<file path="config.mk">
export PLATFORM = sky130hd
export DESIGN_NAME = mul_sched
export DESIGN_NICKNAME = d
export VERILOG_FILES = /design/src/rtl/mul_sched.sv
export SDC_FILE = /design/constraint.sdc
export NUM_CORES = 1
export LEC_CHECK = 0
export ABC_CLOCK_PERIOD_IN_PS = 6250
export CORE_UTILIZATION = 60
export CTS_CLUSTER_SIZE = 10
export DETAILED_ROUTE_END_ITERATION = 6
export PLACE_DENSITY = 0.87
export SYNTH_ARGS = -nofsm -noshare
export SYNTH_HDL_FRONTEND = slang
export SYNTH_SLANG_ARGS = --single-unit
</file>
<file path="constraint.sdc">
create_clock -name clk -period 6.25 [get_ports clk]
set_input_delay 0.9375 -clock clk [delete_from_list [all_inputs] [get_ports clk]]
set_output_delay 0.9375 -clock clk [all_outputs]
set_load 0.02 [all_outputs]
</file>
<file path="src/rtl/mul_sched.sv">
`default_nettype none
// +------------------------------------------------------------------------+
// | Module : mul_sched                                                     |
// | Desc   : Two-port round-robin scheduler for a shared shift-add          |
// |          multiplier. MUL_SCHED_EARLY_DONE_EN ends the calculation once  |
// |          the remaining multiplier bits are all zero.                    |
// | Rev    : 1.0  initial release                                          |
// +------------------------------------------------------------------------+
module mul_sched #(
    parameter int WIDTH = 16,
    parameter int CNTW  = 5
) (
    input  logic               clk,
    input  logic               rst,
    input  logic               req0,
    input  logic [WIDTH-1:0]   a0,
    input  logic [WIDTH-1:0]   b0,
    output logic               gnt0,
    input  logic               req1,
    input  logic [WIDTH-1:0]   a1,
    input  logic [WIDTH-1:0]   b1,
    output logic               gnt1,
    output logic               busy,
    output logic               done,
    output logic               done_id,
    output logic [2*WIDTH-1:0] p
);

    localparam logic [1:0]      c_IDLE = 2'd0;
    localparam logic [1:0]      c_CALC = 2'd1;
    localparam logic [1:0]      c_DONE = 2'd2;
    localparam logic [CNTW-1:0] c_LAST = CNTW'(WIDTH - 1);

    logic [1:0]         r_state;
    logic [2*WIDTH-1:0] r_mcand;
    logic [WIDTH-1:0]   r_mplr;
    logic [2*WIDTH-1:0] r_acc;
    logic [CNTW-1:0]    r_cnt;
    logic               r_id;
    logic               r_lp;
    logic               r_busy;
    logic               r_done;
    logic               r_done_id;
    logic [2*WIDTH-1:0] r_p;

    logic               w_idle;
    logic               w_gnt0;
    logic               w_gnt1;
    logic [2*WIDTH-1:0] w_acc_nxt;
    logic [WIDTH-1:0]   w_mplr_nxt;
    logic               w_last;

    // r_lp is the last-served port: the other port wins a tie.
    assign w_idle = (r_state == c_IDLE);
    assign w_gnt0 = w_idle & req0 & (~req1 | r_lp);
    assign w_gnt1 = w_idle & req1 & (~req0 | ~r_lp);

    assign w_acc_nxt  = r_mplr[0] ? (r_acc + r_mcand) : r_acc;
    assign w_mplr_nxt = r_mplr >> 1;

`ifdef MUL_SCHED_EARLY_DONE_EN
    assign w_last = (r_cnt == c_LAST) || (w_mplr_nxt == '0);
`else
    assign w_last = (r_cnt == c_LAST);
`endif

    always_ff @(posedge clk or posedge rst) begin
        if (rst) begin
            r_state   <= c_IDLE;
            r_mcand   <= '0;
            r_mplr    <= '0;
            r_acc     <= '0;
            r_cnt     <= '0;
            r_id      <= 1'b0;
            r_lp      <= 1'b1;
            r_busy    <= 1'b0;
            r_done    <= 1'b0;
            r_done_id <= 1'b0;
            r_p       <= '0;
        end else begin
            case (r_state)
                c_IDLE: begin
                    r_done <= 1'b0;
                    if (w_gnt0 || w_gnt1) begin
                        r_mcand <= {{WIDTH{1'b0}}, (w_gnt1 ? a1 : a0)};
                        r_mplr  <= w_gnt1 ? b1 : b0;
                        r_acc   <= '0;
                        r_cnt   <= '0;
                        r_id    <= w_gnt1;
                        r_lp    <= w_gnt1;
                        r_busy  <= 1'b1;
                        r_state <= c_CALC;
                    end
                end
                c_CALC: begin
                    r_acc   <= w_acc_nxt;
                    r_mcand <= r_mcand << 1;
                    r_mplr  <= w_mplr_nxt;
                    r_cnt   <= r_cnt + 1'b1;
                    // Product is captured on entry to DONE so p is valid with the pulse.
                    if (w_last) begin
                        r_p       <= w_acc_nxt;
                        r_done    <= 1'b1;
                        r_done_id <= r_id;
                        r_state   <= c_DONE;
                    end
                end
                c_DONE: begin
                    r_done  <= 1'b0;
                    r_busy  <= 1'b0;
                    r_state <= c_IDLE;
                end
                default: begin
                    r_done  <= 1'b0;
                    r_busy  <= 1'b0;
                    r_state <= c_IDLE;
                end
            endcase
        end
    end

    assign gnt0    = w_gnt0;
    assign gnt1    = w_gnt1;
    assign busy    = r_busy;
    assign done    = r_done;
    assign done_id = r_done_id;
    assign p       = r_p;

endmodule
`default_nettype wire

</file>
==> flow_summary.yaml <==
outcome:
  outcome: "complete, but fails checks"
  violations: "design-rule violations"
clock_tree:
  cts_tree: "yes"
  clkTransAtPathRegs_ns: 0.05
  post-cts-setup-buffers: 0
  htree_levels: 4
  root_buffer: "clkbuf_16"
  cts_buffers: 17
  cts_sinks: 124
  clockBufferDepth: 2
  ctsResizeCount: 0
  cts_hold_buf: 0
  clock_latency_ns: 0.42
grt:
  grt_pass1_vias: 6432
  grt-ovfl-total: 0
  grt_pass1_wl_um: 31300
  antenna_found_initial: 0
  track_usage_pct: 31.8
  grt_start_max_net_pins: 85
timing:
  max_clock_freq_mhz: 242
  final-max-slew-violation-count: 0
  worst_slew_pin_slew_ns: 1.05
  totalNegativeSetupSlack_ns: 0
  fin_ws_ns: 2.12
  layout_min_cycle_time_ns: 4.13
  fin_crit_sh_pct: 66.0
  rsz0062_at_grt: "no"
  hold_viol_final: 0
  clock-skew-final_ns: 0.00741
  setup_viol: 0
  relSlewSlack_pct: 29.8
yosys:
  ys_top_cells_by_area: "dfrtp_1 (42%), nand2_1 (9.9%), a21oi_1 (7.4%)"
  ys_types: 64
  ys_warn_count: 0
  synth-seq-cells: 124
  async_reset_ff_share_pct: 100
  yosysSeqAreaShare_pct: 42.8
  synth_edf_count: 0
  synth_top_area_share_pct: 42.5
  syn_nets: 964
  synthFlopType: "dfrtp_1"
  postSynthAreaPerCell_um2: 8.41
  synth_area_leader_cell: "dfrtp_1"
  synth_area_um2: 7250
  synthCells: 862
setup_path:
  crit_type: "in -> out"
  worstPathArrival_ns: 3.19
  worstPathRequired_ns: 5.31
  startpoint_type: "input pin"
  worstSetupEndpointType: "output port"
  crit_fanout: 62
cells_and_area:
  stdcell_area_um2: 8900
  final_common_cell: "nand2_1"
  regArea_um2: 3100
  drive_above_1_share_pct: 5.58
  final_core_util_pct: 76.7
  nets: 1040
  area_delta_synth_final_pct: 22.8
  most-common-layout-cells: "nand2_1 (191), dfrtp_1 (123), a21oi_1 (107), clkdlybuf4s50_1 (104), o21ai_0 (92)"
  diodes: 0
  fillers: 846
  multi_input_area_um2: 3890
floorplan:
  dieArea_um2: 12500
  io_pins: 105
  fp-row-count: 39
  fp.dieH_um: 112
  start_util_pct: 62.4
  die_w_um: 112
  core-area_um2: 11600
drt:
  wl_met2_um: 8690
  drt-pass1-iter-count: 7
  dr_wl_met3_um: 1270
  num_vias: 6673
  postRouteAntennaNets: 0
  drc: 5
  drt-total-wl_um: 18600
  top_layer: "met4"
  viasPerCell: 6.11
  wl_per_cell_um: 17.0
  drt-met1-wl_um: 8240
  drtIter0Drc: 663
pwr:
  power_density_nw_per_um2: 458
  power.share.switching_pct: 40.3
  seq_power_share_pct: 32.9
  p_leak_nw: 4.01
  vdd_drop_max_v: 0.000221
  combinationalPowerShare_pct: 43.3
  internal_power_mw: 2.44
  pwr-share-clk_pct: 23.8
  net-switching-power_mw: 1.65
worst_hold_path:
  hold_class: "reg -> reg"
placement:
  dp_hpwl_um: 12200
  gp_congestion: 0.891
  place_ws_ns: 2.13
  port-buffer-count: 104
  dpl_cell_area_um2: 8330
flow_run:
  drv_cap: 0
## critical path, cell delays in order
cell and delay [ns]:
clkdlybuf4s50_1 0.44, nand2_1 0.08, nand3_1 0.22, inv_2 0.75
clkdlybuf4s50_1 0.75
## metrics by stage
stage | hold slack [ns] | std cells | total power, mW
6_report | 0.471 | 1093 | 4.08
5_1_grt | 0.491 | 1093 | 4.35
4_1_cts | 0.475 | 1093 | 4.07
3_5_place_dp | 0.461 | 1062 | 3.07
3_3_place_gp | 0.456 | 1062 | 3.02
2_1_floorplan | 0.439 | 862 | 2.52
## synth_stat cells, drive strengths merged (2+ instances only)
cell	number
buf	14
xor2	13
or3	3
dfrtp	123
o21bai	2
mux2i	15
nor3	7
nand4	10
clkinv	2
and3	10
nor2b	4
a21o	22
and2	2
nand2b	4
o31ai	4
o22ai	7
ha	33
a311oi	2
nor2	41
a31oi	8
and4	4
nor4b	2
or2	3
a21oi	107
xnor2	10
o211a	2
o21a	6
o21ai	96
or4	2
a221oi	2
nand2	192
o211ai	4
a221o	2
a211o	2
clkbuf	40
a22o	13
inv	13
nand3	17
a211oi	4
## worst paths after layout
path,start,end,slack (ns),cells past startpoint
max in group asynchronous,rst,r_acc[29]$_DFFE_PP0P_,4.00,3
max reg2reg,r_mcand[0]$_DFFE_PP0P_,r_acc[26]$_DFFE_PP0P_,3.05,10
min reg2reg,r_lp$_DFFE_PP1P_,r_lp$_DFFE_PP1P_,0.47,2
min,r_lp$_DFFE_PP1P_,r_lp$_DFFE_PP1P_,0.47,2
max,req0,gnt1,2.12,5
min in group asynchronous,rst,p[1]$_DFFE_PP0P_,1.13,2
## registers in the layout, summed over array words and instances, names as in the netlist
name,flops
r_cnt,5
r_lp,1
r_mcand,32
r_acc,32
done_id,1
p,32
r_mplr,16
done,1
r_id,1
busy,1
r_state,2
## routing by layer
layer	GRT usage, %	vias to the layer above
li1	-	3202
met5	0	-
met3	6.80	35
met2	50.3	260
met4	11.9	0
met1	43.3	3176
## cells by family after synthesis
kind of cell | after synthesis | synth area share [%]
AO/OA/AOI/OAI | 291 | 24.1
XOR/XNOR | 23 | 2.78
adder cells (fa/ha/maj) | 34 | 5.97
buffers and inverters | 69 | 3.71
flip-flops | 124 | 42.8
multiplexers | 15 | 2.07
AND/OR/NAND/NOR | 306 | 18.6
## cell type report
cell class	instances	share of cell area, %
Clock buffer	24	5.52
Clock inverter	7	0.984
Inverter	15	0.660
Multi-Input combinational cell	669	43.7
Sequential cell	124	34.9
Tap cell	143	2.01
Timing Repair Buffer	111	12.3
## power groups by stage
stage	combinational, mW	clock [mW]	sequential [mW]
after floorplan	1.14	0	1.39
after detailed placement	1.73	0	1.34
final	1.77	0.973	1.34
after CTS	1.76	0.974	1.34
after global routing	1.96	1.02	1.37
after global placement	1.69	0	1.33
(Power assumes the default switching activity.)
